<file path="src/rtl/bp_fe_pred_write_sched_if.sv">
// Table write port of the predictor write scheduler.
// The master side issues a write and the slave side accepts it with w_yumi_i.
interface bp_fe_pred_write_sched_if #(
    parameter int pkt_width_p = 96,
    parameter int idx_width_p = 6
);
    logic                   w_v_o;
    logic [pkt_width_p-1:0] w_pkt_o;
    logic                   w_init_o;
    logic [idx_width_p-1:0] w_idx_o;
    logic                   w_force_o;
    logic                   w_yumi_i;

    modport master (
        output w_v_o,
        output w_pkt_o,
        output w_init_o,
        output w_idx_o,
        output w_force_o,
        input  w_yumi_i
    );

    modport slave (
        input  w_v_o,
        input  w_pkt_o,
        input  w_init_o,
        input  w_idx_o,
        input  w_force_o,
        output w_yumi_i
    );
endinterface

</file>
<file path="src/rtl/bp_fe_pred_write_sched.sv">
// Predictor table write scheduler: runs an init clear sweep, then merges zero-latency
// redirect writes with a 2-entry attaboy queue whose head is forced after starving.
module bp_fe_pred_write_sched #(
    parameter int pkt_width_p    = 96,
    parameter int idx_width_p    = 6,
    parameter int starve_limit_p = 8
) (
    input  logic                        clk_i,
    input  logic                        reset_n_i,
    input  logic                        redirect_v_i,
    input  logic [pkt_width_p-1:0]      redirect_pkt_i,
    input  logic                        attaboy_v_i,
    input  logic [pkt_width_p-1:0]      attaboy_pkt_i,
    output logic                        attaboy_ready_o,
    output logic                        redirect_drop_o,
    output logic                        init_done_o,
    bp_fe_pred_write_sched_if.master    w_if
);
    localparam int starve_width_lp = $clog2(starve_limit_p + 1);
    localparam logic [idx_width_p-1:0]     idx_max_lp    = '1;
    localparam logic [starve_width_lp-1:0] starve_lim_lp = starve_width_lp'(starve_limit_p);

    typedef enum logic {e_init, e_run} state_e;

    state_e                     state_q, state_d;
    logic [idx_width_p-1:0]     idx_q, idx_d;
    logic [pkt_width_p-1:0]     fifo_q [2];
    logic [pkt_width_p-1:0]     fifo_d [2];
    logic                       rd_ptr_q, rd_ptr_d;
    logic                       wr_ptr_q, wr_ptr_d;
    logic [1:0]                 count_q, count_d;
    logic [starve_width_lp-1:0] starve_q, starve_d;
    logic                       init_done_q, init_done_d;
    logic                       redirect_drop_q, redirect_drop_d;

    logic                       push, pop, head_v, starve_hit;
    logic                       w_v, w_init, w_force;
    logic [pkt_width_p-1:0]     w_pkt;
    logic [idx_width_p-1:0]     w_idx;

    // Ready depends only on registered state so the producer never sees a loop through attaboy_v_i.
    assign attaboy_ready_o = (state_q == e_run) && (count_q != 2'd2);
    assign head_v          = (count_q != 2'd0);
    assign starve_hit      = (starve_q == starve_lim_lp);
    assign push            = attaboy_v_i & attaboy_ready_o;

    always_comb begin
        state_d         = state_q;
        idx_d           = idx_q;
        init_done_d     = init_done_q;
        redirect_drop_d = 1'b0;
        w_v             = 1'b0;
        w_init          = 1'b0;
        w_force         = 1'b0;
        w_pkt           = '0;
        w_idx           = '0;
        pop             = 1'b0;

        case (state_q)
            e_init: begin
                w_v             = 1'b1;
                w_init          = 1'b1;
                w_force         = 1'b1;
                w_idx           = idx_q;
                redirect_drop_d = redirect_v_i;
                if (w_if.w_yumi_i) begin
                    idx_d = idx_q + 1'b1;
                    if (idx_q == idx_max_lp) begin
                        state_d     = e_run;
                        init_done_d = 1'b1;
                    end
                end
            end
            default: begin
                if (redirect_v_i) begin
                    // Redirects are never retried: an unaccepted one is reported and lost.
                    w_v             = 1'b1;
                    w_pkt           = redirect_pkt_i;
                    w_force         = 1'b1;
                    redirect_drop_d = ~w_if.w_yumi_i;
                end else if (head_v) begin
                    w_v     = 1'b1;
                    w_pkt   = fifo_q[rd_ptr_q];
                    w_force = starve_hit;
                    pop     = w_if.w_yumi_i;
                end
            end
        endcase
    end

    always_comb begin
        rd_ptr_d = rd_ptr_q ^ pop;
        wr_ptr_d = wr_ptr_q ^ push;
        count_d  = count_q + {1'b0, push} - {1'b0, pop};
        if (!head_v || pop) begin
            starve_d = '0;
        end else if (!starve_hit) begin
            starve_d = starve_q + 1'b1;
        end else begin
            starve_d = starve_q;
        end
    end

    for (genvar gi = 0; gi < 2; gi++) begin : g_fifo
        always_comb begin
            fifo_d[gi] = fifo_q[gi];
            if (push && (wr_ptr_q == 1'(gi))) begin
                fifo_d[gi] = attaboy_pkt_i;
            end
        end

        always_ff @(posedge clk_i) begin
            fifo_q[gi] <= fifo_d[gi];
        end
    end

    always_ff @(posedge clk_i or negedge reset_n_i) begin
        if (!reset_n_i) begin
            state_q         <= e_init;
            idx_q           <= '0;
            rd_ptr_q        <= 1'b0;
            wr_ptr_q        <= 1'b0;
            count_q         <= 2'd0;
            starve_q        <= '0;
            init_done_q     <= 1'b0;
            redirect_drop_q <= 1'b0;
        end else begin
            state_q         <= state_d;
            idx_q           <= idx_d;
            rd_ptr_q        <= rd_ptr_d;
            wr_ptr_q        <= wr_ptr_d;
            count_q         <= count_d;
            starve_q        <= starve_d;
            init_done_q     <= init_done_d;
            redirect_drop_q <= redirect_drop_d;
        end
    end

    assign w_if.w_v_o     = w_v;
    assign w_if.w_pkt_o   = w_pkt;
    assign w_if.w_init_o  = w_init;
    assign w_if.w_idx_o   = w_idx;
    assign w_if.w_force_o = w_force;
    assign init_done_o     = init_done_q;
    assign redirect_drop_o = redirect_drop_q;
endmodule
</file>
<file path="src/flat_wrapper.sv">
// flat-port wrapper written by rule: the top's interface ports become plain ports
module bp_fe_pred_write_sched_flat 
#(
    parameter int pkt_width_p    = 96,
    parameter int idx_width_p    = 6,
    parameter int starve_limit_p = 8
)
  (clk_i, reset_n_i, redirect_v_i, redirect_pkt_i, attaboy_v_i, attaboy_pkt_i, attaboy_ready_o, redirect_drop_o, init_done_o, w_if_w_v_o, w_if_w_pkt_o, w_if_w_init_o, w_if_w_idx_o, w_if_w_force_o, w_if_w_yumi_i);
  bp_fe_pred_write_sched_if #(.pkt_width_p(pkt_width_p), .idx_width_p(idx_width_p)) w_if_i ();
  input  logic clk_i;
  input  logic reset_n_i;
  input  logic redirect_v_i;
  input  logic [pkt_width_p-1:0] redirect_pkt_i;
  input  logic attaboy_v_i;
  input  logic [pkt_width_p-1:0] attaboy_pkt_i;
  output logic attaboy_ready_o;
  output logic redirect_drop_o;
  output logic init_done_o;
  output wire logic [$bits(w_if_i.w_v_o)-1:0] w_if_w_v_o;
  output wire logic [$bits(w_if_i.w_pkt_o)-1:0] w_if_w_pkt_o;
  output wire logic [$bits(w_if_i.w_init_o)-1:0] w_if_w_init_o;
  output wire logic [$bits(w_if_i.w_idx_o)-1:0] w_if_w_idx_o;
  output wire logic [$bits(w_if_i.w_force_o)-1:0] w_if_w_force_o;
  input wire logic [$bits(w_if_i.w_yumi_i)-1:0] w_if_w_yumi_i;
  assign w_if_w_v_o = w_if_i.w_v_o;
  assign w_if_w_pkt_o = w_if_i.w_pkt_o;
  assign w_if_w_init_o = w_if_i.w_init_o;
  assign w_if_w_idx_o = w_if_i.w_idx_o;
  assign w_if_w_force_o = w_if_i.w_force_o;
  assign w_if_i.w_yumi_i = w_if_w_yumi_i;
  bp_fe_pred_write_sched #(.pkt_width_p(pkt_width_p), .idx_width_p(idx_width_p), .starve_limit_p(starve_limit_p)) u_core (.clk_i(clk_i), .reset_n_i(reset_n_i), .redirect_v_i(redirect_v_i), .redirect_pkt_i(redirect_pkt_i), .attaboy_v_i(attaboy_v_i), .attaboy_pkt_i(attaboy_pkt_i), .attaboy_ready_o(attaboy_ready_o), .redirect_drop_o(redirect_drop_o), .init_done_o(init_done_o), .w_if(w_if_i));
endmodule
</file>
<file path="config.mk">
export PLATFORM = sky130hd
export DESIGN_NAME = bp_fe_pred_write_sched_flat
export DESIGN_NICKNAME = d
export VERILOG_FILES = /design/src/rtl/bp_fe_pred_write_sched_if.sv /design/src/rtl/bp_fe_pred_write_sched.sv /design/src/flat_wrapper.sv
export SDC_FILE = /design/constraint.sdc
export NUM_CORES = 1
export LEC_CHECK = 0
export ABC_AREA = 0
export BUFFER_PORTS_ARGS = -buffer_cell sky130_fd_sc_hd__buf_2
export CAP_MARGIN = 5
export CORE_UTILIZATION = 51
export DETAILED_ROUTE_END_ITERATION = 10
export PLACE_DENSITY = 0.81
export SYNTH_ARGS = -nofsm -noshare
export SYNTH_HDL_FRONTEND = slang
export SYNTH_SLANG_ARGS = --single-unit
</file>
<file path="constraint.sdc">
create_clock -name clk_i -period 4.2 [get_ports clk_i]
set_clock_uncertainty 0.2 [all_clocks]
set_input_delay 0.84 -clock clk_i [delete_from_list [all_inputs] [get_ports clk_i]]
set_output_delay 0.84 -clock clk_i [all_outputs]
set_load 0.005 [all_outputs]
</file>
# Word-level counts from Yosys, hierarchy flattened
# Memories as Yosys holds them, arrays and structs flattened.
# Index checks and enable logic that the tools add are counted.
# classes
n_addsub	4
eq_ne	6
n_mux	26
n_bitwise	6
reduce_logical	9
# op_table
operator	n
$mux W96	6
$reduce_or A96 Y1	1
$mux W1	17
$mux W4	2
$add A6 B1 Y6 const B	1
$eq A6 B6 Y1 const B	1
$mux W6	1
$add A4 B1 Y4 const B	1
$eq A4 B4 Y1 const B	1
$ne A2 B2 Y1 const B	2
$logic_and A1 B1 Y1	3
$not A1 Y1	3
$reduce_and A3 Y1	1
$add A2 B1 Y2	1
$ne A1 B1 Y1 const B	2
$reduce_and A2 Y1	1
$reduce_bool A2 Y1	1
$sub A2 B1 Y2	1
$xor A1 B1 Y1	2
$and A1 B1 Y1	1
$logic_not A1 Y1	1
$logic_or A1 B1 Y1	1
# totals
reg_bits	17
mem_bits_rw	192
inputBits	197
out_inout_bits	108
word_cells	60
memories	1
# mem_list
name	depth	width	rd	rd_ports_with_merged_regs	write_ports	line	source
u_core.fifo_q	2	96	1	0	1	bp_fe_pred_write_sched.sv:27	logic [pkt_width_p-1:0] fifo_q [2];

# Depth between registers and ports, before layout
# logic_depth
word_depth	7
mapped_depth	9
ltp_nobuf	7

# Least setup slack after synthesis
# No wires, ideal clock.
# synth_timing
kind	input to register
from	input attaboy_v_i
to	memory u_core.fifo_q[1][0] (enable)
setup_ps	466
arrival_ps	3280
required_time_ps	3534
setup_slack_ps	254
path_stages	2
n_path_buf	0
path_cell_list	and2_1 > ha_1
# synth_via
elab_chain_cells	5
word_cells_on_any_way	8
classes_between	2 x eq/ne; 2 x mux; 1 x bitwise; 3 x reduce/logical
# synth_lines
element	line	source
start: declaration	flat_wrapper.sv:14	input logic attaboy_v_i;
$and A1 B1 Y1 (*)	bp_fe_pred_write_sched.sv:45	assign push = attaboy_v_i & attaboy_ready_o;
$logic_and A1 B1 Y1	bp_fe_pred_write_sched.sv:107	if (push && (wr_ptr_q == 1'(gi))) begin
$ne A1 B1 Y1 (no line)	n/a	
$reduce_or A96 Y1 (no line)	n/a	
$mux W1 (no line)	n/a	
end: declaration	bp_fe_pred_write_sched.sv:27	
# Every way passes the cells marked *; elsewhere a longest branch is shown, timed or not.

# Final worst setup path
# layout_timing
from	register u_core.count_q[0]
to	output w_if_w_pkt_o[4]
# layout_via
elab_chain_cells	4
# layout_lines
element	line	source
start: declaration	bp_fe_pred_write_sched.sv:31	logic [1:0] count_q, count_d;
start signal: assignment	bp_fe_pred_write_sched.sv:132	count_q <= count_d;
$reduce_bool A2 Y1	bp_fe_pred_write_sched.sv:43	assign head_v = (count_q != 2'd0);
$mux W96	bp_fe_pred_write_sched.sv:81	end else if (head_v) begin
$mux W96	bp_fe_pred_write_sched.sv:75	if (redirect_v_i) begin
$mux W96	bp_fe_pred_write_sched.sv:59	case (state_q)
end: declaration	flat_wrapper.sv:20	output wire logic [$bits(w_if_i.w_pkt_o)-1:0] w_if_w_pkt_o;
# No other way between the ends.

==> results.yml <==
power_and_ir_drop:
  pwr-share-comb_pct: 23.0
  clkPwrFrac_pct: 31.5
  p_int_uw: 4165
  power.switching_uw: 1431
  ir_worst_vdd_v: 0.0003799
  pwr-share-seq_pct: 45.5
  p_per_area_nw_per_um2: 490.6
  swShare_pct: 25.57
  p_leak_uw: 0.004562
  p_total_uw: 5596
critical_path:
  crit_path_end_kind: "primary output"
  worstPathCellList: "o21bai_4 -> buf_12 -> a2bb2oi_1 -> nor2_1 -> buf_2"
  worstPathMaxFanout: 51
  critPathTopFamily: "compound AO/OA/AOI/OAI gates"
  reg2reg_depth: 5
  worstPathArrival_ps: 2680
  max_stage_delay_ps: 940
  crit_cells: 5
  cp-start-kind: "register"
  crit_buf_inv: 2
  crit_path_top_delay_cell: "o21bai_4"
  cp.required_ps: 3160
  crit_type: "reg2out"
drt:
  ant_nets: 0
  drcViolationCount: 0
  num_vias: 5885
  drt-total-wl_um: 18500
  viasPerCell: 5.203
  routedWlPerCell_um: 16.36
  drtIter0Drc: 313
  first_pass_iters: 4
logic_synthesis:
  synth_top_area_share_pct: 63.90
  synth_edf_count: 192
  synth.avg_cell_area_sq_um: 15.01
  ys_warn_count: 0
  yosysMostFrequentCell: "edfxtp_1"
  synth_top_area_cell: "edfxtp_1"
  yosys-top-cells-area: "edfxtp_1 (64%), mux2i_1 (11%), a2bb2oi_1 (9.3%)"
  synthArstFlopShare_pct: 8.134
  ys_types: 28
  syn_area_sq_um: 9022
  synth_seq_area_share_pct: 68.62
  ys_ff_latch: 209
  syn_inst: 601
  yosys-top-cells-count: "edfxtp_1 (192), nor2_1 (101), mux2i_1 (97)"
  synth_fp_nets: 805
  ys.flop_type: "edfxtp_1"
timing:
  worst-slew-pin-transition_ps: 1165
  finalCritPeriodShare_pct: 88.56
  max_slew_margin_pct: 22.12
  period_minus_slack_ps: 3720
  fin_setup_tns_ps: 0
  finalHoldViolations: 0
  rsz0062_at_grt: "false"
  clock.fmax_mhz: 268.8
  setup_viol: 0
  timing.final.max_slew_violations: 0
  whs_ps: 69.59
outcome:
  status: "complete, no violations"
floorplanning:
  ios: 305
  core-area_sq_um: 17300
  dieHeight_um: 135.0
  fp.dieW_um: 135.0
  rows: 48
  initial_core_util_pct: 52.16
  die_area_sq_um: 18230
place:
  gp_congestion: 0.7835
  port_buffers: 304
  dp.cells: 1095
  dpl.hpwl_um: 12550
clocking:
  htree_levels: 1
  clockRootBuffer: "clkbuf_16"
  cts.sinks: 209
  cts.hold.buffers_added: 0
  cts_max_path_buffers: 3
  cts_made_buffers: 21
  cts_setup_buffers: 0
  path_clk_slew_ps: 60
  cts_tree: "done"
  cts_resized: 0
  clk_latency_ps: 480
run:
  maxCapViolCount: 0
finish:
  final_nets: 1097
  drive_gt1_share_pct: 38.34
  layout.cells.non_filler: 1131
  synthToLayoutAreaGrowth_pct: 26.42
grt:
  antenna_found_initial: 1
  first_global_vias: 5710
  grt-ovfl-total: 0
  grt_max_degree: 99
  grt_usage_pct: 19.91
  grt_pass1_wl_um: 28220
hold_path:
  hp-class: "in2async"
power groups by stage:
stage	clock network [uW]	registers (uW)	logic (uW)
after detailed placement	0	2590	1300
final	1760	2550	1290
after global placement	0	2580	1260
after floorplan	0	2560	923
after global routing	1880	2560	1420
after CTS	1800	2540	1300
cells in the final DEF, fill, tap and decap left out, drive strengths merged:
cell	netlist	routed
clkbuf	9	32
a2bb2oi	96	96
mux2i	97	97
diode	0	1
clkinv	0	2
bufinv	0	1
nand3	1	1
edfxtp	192	192
ha	7	7
a21o	3	3
xor2	4	4
nand3b	1	1
dfrtp	17	17
nand4	3	3
and3	2	2
nand2	4	4
nor2	102	102
mux2	1	1
o21bai	1	1
o21ai	1	1
a21oi	1	1
buf	35	313
nor2b	8	8
and2	2	2
xnor2	7	7
inv	7	7
metal layers:
layer | part of all wire, % | global-route usage [%] | vias to the layer above
li1 | - | - | 2872
met1 | 39 | 23.50 | 2774
met2 | 53 | 36.08 | 199
met3 | 5.5 | 3.228 | 40
met4 | 3.1 | 8.115 | 0
met5 | 0 | 0 | -
stage by stage:
step / worst slack (ps) / util [%] / cell area, sq um
3_5_place_dp: 974.8 / 62.13 / 10750
5_1_grt: 305.2 / 65.94 / 11410
4_1_cts: 466.5 / 65.93 / 11400
2_1_floorplan: 254.1 / - / 9022
3_3_place_gp: 1034 / 62.13 / 10750
6_report: 480.4 / 65.94 / 11410
registers in the layout, indices dropped and copies added (netlist names):
name	flops
u_core.count_q	2
u_core.fifo_q	192
u_core.rd_ptr_q	1
u_core.idx_q	6
u_core.redirect_drop_o	1
u_core.starve_q	4
u_core.state_q	1
u_core.init_done_o	1
u_core.wr_ptr_q	1
final cells by class:
class                   instances  area [sq um]
multi-input cells             341          2590
repair buffers                313          1654
inverters                       7         26.28
fillers                      1264          5891
flip-flops and latches        209          6195
well taps                     225         281.5
clock inverters                 3         38.79
clock buffers                  32         618.1
diodes                          1         2.502
cell families after synthesis:
kind of cell | Yosys count | share of synthesized area [%]
DFF | 209 | 68.62
and+or+nand+nor | 123 | 5.616
AOI/OAI and AO/OA | 102 | 9.888
muxes | 98 | 10.89
buffers and inverters | 51 | 2.954
xor gates and xnor gates | 11 | 1.068
adders and majority gates | 7 | 0.9707
worst paths after layout:
path / to / slack (ps) / from
max: w_if_w_pkt_o[4] / 480 / u_core.count_q[0]$_DFF_PN0_
min in group clk_i: u_core.init_done_o$_DFFE_PN0P_ / 270 / u_core.init_done_o$_DFFE_PN0P_
max in group asynchronous: u_core.rd_ptr_q$_DFF_PN0_ / 3420 / reset_n_i
min: u_core.redirect_drop_o$_DFF_PN0_ / 70 / reset_n_i
min reg2reg: u_core.init_done_o$_DFFE_PN0P_ / 270 / u_core.init_done_o$_DFFE_PN0P_
max reg2reg: u_core.fifo_q[0][41]$_DFFE_PP_ / 1270 / u_core.state_q$_DFF_PN0_
Note: power is estimated with default switching activity, not from simulation.
